### src/rtl/instruction_fetch_stage.sv
// IF stage of the 5-stage MIPS pipeline: PC, instruction-memory address and IF/ID latch.
// Optional single-step debug mode is enabled by defining DEBUG_STEP_EN.
module instruction_fetch_stage #(
    parameter int                ADDR_W   = 32,
    parameter logic [ADDR_W-1:0] PC_RESET = '0,
    parameter int                CNT_W    = 32
) (
    input  logic              clk,
    input  logic              reset,
    input  logic              i_stall,
    input  logic              i_branch_taken,
    input  logic [ADDR_W-1:0] i_branch_target,
    input  logic              i_jump,
    input  logic [25:0]       i_jump_index,
    input  logic              i_halt,
`ifdef DEBUG_STEP_EN
    input  logic              i_step,
    input  logic              i_step_mode,
`endif
    output logic [ADDR_W-1:0] o_imem_addr,
    input  logic [31:0]       i_imem_data,
    output logic [31:0]       o_ifid_instr,
    output logic [ADDR_W-1:0] o_ifid_pc4,
    output logic              o_ifid_valid,
    output logic              o_flush,
    output logic              o_halted,
    output logic [CNT_W-1:0]  o_cycle_count
);

    typedef enum logic {RUN, HALTED} state_t;

    state_t            state;
    logic [ADDR_W-1:0] pc;
    logic [ADDR_W-1:0] pc_next_seq;
    logic [ADDR_W-1:0] jump_target;
    logic              jump_ok;
    logic              halt_ok;
    logic              advance;
    logic              count_en;

    assign pc_next_seq = pc + ADDR_W'(4);
    assign jump_target = {o_ifid_pc4[ADDR_W-1:28], i_jump_index, 2'b00};
    // Jump/halt belong to the instruction in IF/ID, so a bubble cannot raise them.
    assign jump_ok     = i_jump & o_ifid_valid;
    assign halt_ok     = i_halt & o_ifid_valid;

`ifdef DEBUG_STEP_EN
    assign advance  = ~i_step_mode | i_step;
    assign count_en = advance;
`else
    assign advance  = 1'b1;
    assign count_en = 1'b1;
`endif

    assign o_imem_addr = pc;
    assign o_halted    = (state == HALTED);
    assign o_flush     = ~reset & (state == RUN) & (i_branch_taken | jump_ok);

    always_ff @(posedge clk or posedge reset) begin
        if (reset) begin
            state         <= RUN;
            pc            <= PC_RESET;
            o_ifid_instr  <= '0;
            o_ifid_pc4    <= '0;
            o_ifid_valid  <= 1'b0;
            o_cycle_count <= '0;
        end else if (state == RUN) begin
            if (count_en) begin
                o_cycle_count <= o_cycle_count + CNT_W'(1);
            end
            if (i_branch_taken) begin
                pc           <= i_branch_target;
                o_ifid_instr <= '0;
                o_ifid_valid <= 1'b0;
            end else if (jump_ok) begin
                pc           <= jump_target;
                o_ifid_instr <= '0;
                o_ifid_valid <= 1'b0;
            end else if (halt_ok) begin
                state        <= HALTED;
                o_ifid_instr <= '0;
                o_ifid_valid <= 1'b0;
            end else if (!i_stall && advance) begin
                pc           <= pc_next_seq;
                o_ifid_instr <= i_imem_data;
                o_ifid_pc4   <= pc_next_seq;
                o_ifid_valid <= 1'b1;
            end
        end
    end

endmodule
### config.mk
export PLATFORM = sky130hd
export DESIGN_NAME = instruction_fetch_stage
export DESIGN_NICKNAME = d
export VERILOG_FILES = /design/src/rtl/instruction_fetch_stage.sv
export SDC_FILE = /design/constraint.sdc
export NUM_CORES = 1
export LEC_CHECK = 0
export ABC_AREA = 1
export BUFFER_PORTS_ARGS = -buffer_cell sky130_fd_sc_hd__buf_2
export CAP_MARGIN = 20
export CORE_AREA = 2 2 116 118
export DETAILED_ROUTE_END_ITERATION = 8
export DIE_AREA = 0 0 118 120
export PLACE_DENSITY = 0.86
export SLEW_MARGIN = 20
export SYNTH_ARGS = -nofsm -noshare
export SYNTH_HDL_FRONTEND = slang
export SYNTH_SLANG_ARGS = --single-unit
### constraint.sdc
create_clock -name clk -period 8.06 [get_ports clk]
set_input_delay 0 -clock clk [delete_from_list [all_inputs] [get_ports clk]]
set_output_delay 0 -clock clk [all_outputs]
set_load 0.02 [all_outputs]
==> metrics <==
hpwl dp=~14 mm; hold violation count in the final report=1; Row Count=between 40 and 50; HP Class=input pin to flop; FF+latch count, synth=130; Setup Fix Bufs, Post-CTS=0; Post-Syn Area=a little over 7000 um2; initial antenna violation count=0; Chip Width=between 100 and 150 um; global route overflow=0; DR pass1 iterations=7; gp weighted congestion=slightly below 1; status=finished with violations; first-pass GRT wire length=35.1 mm; setup ws final=between 4 and 5 ns; top cells by area, synth=dfrtp_1, nand2_1, nor2_1, inv_1, o21ai_0; # IOs=approximately 230; register area share after synthesis=a little under half; CTS clock-pin slew for the worst setup and hold paths=~0.050 ns; Root Driver=clkbuf_16; post-synth top area share=a little under half; CTS Buf Count=17; Final setup viols=0; Core Box Area=13000 um2; vias in the first global route=roughly 7300; relative slew slack=~44%; leakage power=just over 5 nW; Yosys warnings=0; total track usage=31.1%; layout cell share with drive strength beyond 1=between 20% and 30%; Peak VDD IR=197 uV; via count=approximately 7700; floorplan die height=120 um; Min Clock Period, post-route=3.18 ns; commonest cells in the netlist=nand2_1, dfrtp_1, nor2_1; drt initial violations=a little over 600; Distinct cells, synth=32; Post-synth ARST share=100%; R2R Setup Slk=approximately 5 ns; total wire length=approximately 22 mm; number of enable flip-flop cells after synthesis=0; Setup Total Neg Slack=0 ns; wire per inst=between 10 and 15 um; Pwr Density=roughly 260 nW/um2; fillers=952; FMAX=314 MHz; Starting Density=between 50% and 60%; Remaining DRCs=0; die area=about 14000 um2; average size of a mapped cell=7.06 um2; DR vias/cell=around 5; Final #Nets=about 1400; critical path class=flop to flop; post-synth top area cell=dfrtp_1; CP required=~8.4 ns; RSZ-0062 raised after global routing=no; H-tree levels=4; CTS tree=yes; worst-margin pin slew=about 0.84 ns; Crit. End Element=flop; hold_ws=-0.00113 ns; crit start category=flop; Area Growth Syn to Fin=38.6%; clock latency on the worst-skew pair=0.43 ns; pre-CTS WS=5.36 ns; clk sinks=130; diodes inserted=0; clock buffer depth=2; share of the clock period used by the worst path=between 30% and 40%; Critical Path Fanout Max=48; top-count cell post-synth=nand2_1; Mapped Cells=between 1000 and 1500; max-slew violations=0; failing checks=negative hold slack; number of buffers added on ports=about 230; post-route ant nets=0; largest net degree at the start of global routing=69; Max-Cap Viols=0; Worst Path Arrival=3.55 ns; ys flop type=dfrtp_1; Fin Clk Skew=between 0.009 and 0.01 ns; Post-Syn Nets=between 1000 and 1500
==> placed cells by master (no fill, tap or decap), types with 7 or more instances in the layout <==
master	Yosys	routed
clkbuf_16	0	17
dlygate4sd3_1	0	94
a21oi_1	11	11
dfrtp_1	130	130
o21ai_1	7	7
o21ai_2	8	8
nand3_1	49	49
nor2_1	128	128
inv_1	120	119
nor3_1	11	11
buf_2	15	226
xor2_1	30	30
nand2_1	373	373
o21ai_0	62	62
nand4_1	7	7
==> per-layer routing <==
| layer | up-vias | routed length, um | track usage, % |
|---|---|---|---|
| li1 | 3725 | - | - |
| met1 | 3508 | 8800 | 38.3 |
| met2 | 364 | 10600 | 54.0 |
| met3 | 56 | 1620 | 5.99 |
| met4 | 0 | 602 | 12.3 |
| met5 | - | 0 | 0 |
==> state kept, by name (all words and copies together), names as in the netlist <==
signal         flops
o_cycle_count     32
o_halted           1
o_ifid_instr      32
o_ifid_pc4        32
o_ifid_valid       1
o_imem_addr       32
==> critical path: stages (launching register included) <==
cell and delay [ns]:
dfrtp_1 0.41, nand2_1 0.08, buf_4 0.34, nand2_1 0.16
nand2_1 0.12, o21ai_0 0.11, nand2_1 0.09, buf_4 0.42
a21oi_1 0.07, dlygate4sd3_1 0.57, a21oi_1 0.16, dlygate4sd3_1 0.57
==> path summary, 6_finish.rpt <==
| check | startpoint | endpoint | cells after the start |
|---|---|---|---|
| max in group asynchronous | reset | o_ifid_instr[31]$_DFFE_PP0P_ | 4 |
| max | o_ifid_valid$_DFFE_PP0P_ | o_imem_addr[7]$_DFFE_PP0P_ | 11 |
| min | i_jump_index[1] | o_imem_addr[3]$_DFFE_PP0P_ | 5 |
| max reg2reg | o_ifid_valid$_DFFE_PP0P_ | o_imem_addr[7]$_DFFE_PP0P_ | 11 |
| min in group asynchronous | reset | o_ifid_instr[13]$_DFFE_PP0P_ | 3 |
| min reg2reg | o_ifid_pc4[1]$_DFFE_PP0P_ | o_ifid_pc4[1]$_DFFE_PP0P_ | 2 |
==> kinds of logic after synthesis <==
logic type | synth area share [%]
AO/OA/AOI/OAI | 7.97
XOR/XNOR | 4.19
adder cells (fa/ha/maj) | 0.352
buffers and inverters | 9.02
flip-flops | 45.7
AND/OR/NAND/NOR | 32.7
==> per-stage QoR <==
stage          instance area [um2]  util, %  total power, mW  hold WS (ns)  std cells
2_1_floorplan                 7110        -             1.45         0.121       1008
3_3_place_gp                  8340     64.2             1.72         0.208       1380
3_5_place_dp                  8340     64.2             1.74         0.215       1380
4_1_cts                       9860     76.0             2.57       0.00113       1506
5_1_grt                       9860     76.0             2.72        0.0608       1506
6_report                      9860     76.0             2.59      -0.00113       1506
==> final cells by class <==
cell class | instances | area, um2 | area share [%]
tap | 176 | 220 | 2.23
clock inverter | 4 | 70.1 | 0.710
sequential | 130 | 3250 | 33.0
multi-input combinational | 719 | 3230 | 32.7
timing repair buffer | 325 | 2110 | 21.4
inverter | 124 | 468 | 4.74
clock buffer | 28 | 517 | 5.24
==> timing repair <==
action / 4_1_cts / 5_1_grt
endpoints found under the hold margin: 132 / 0
hold buffers: 94 / 0
resized for setup: 0 / 0
==> report_power, final <==
part	internal [mW]	leakage, nW	switching (mW)
sequential	0.794	1.66	0.148
clock	0.495	0.289	0.275
combinational	0.312	3.16	0.561
(Power assumes the default switching activity.)
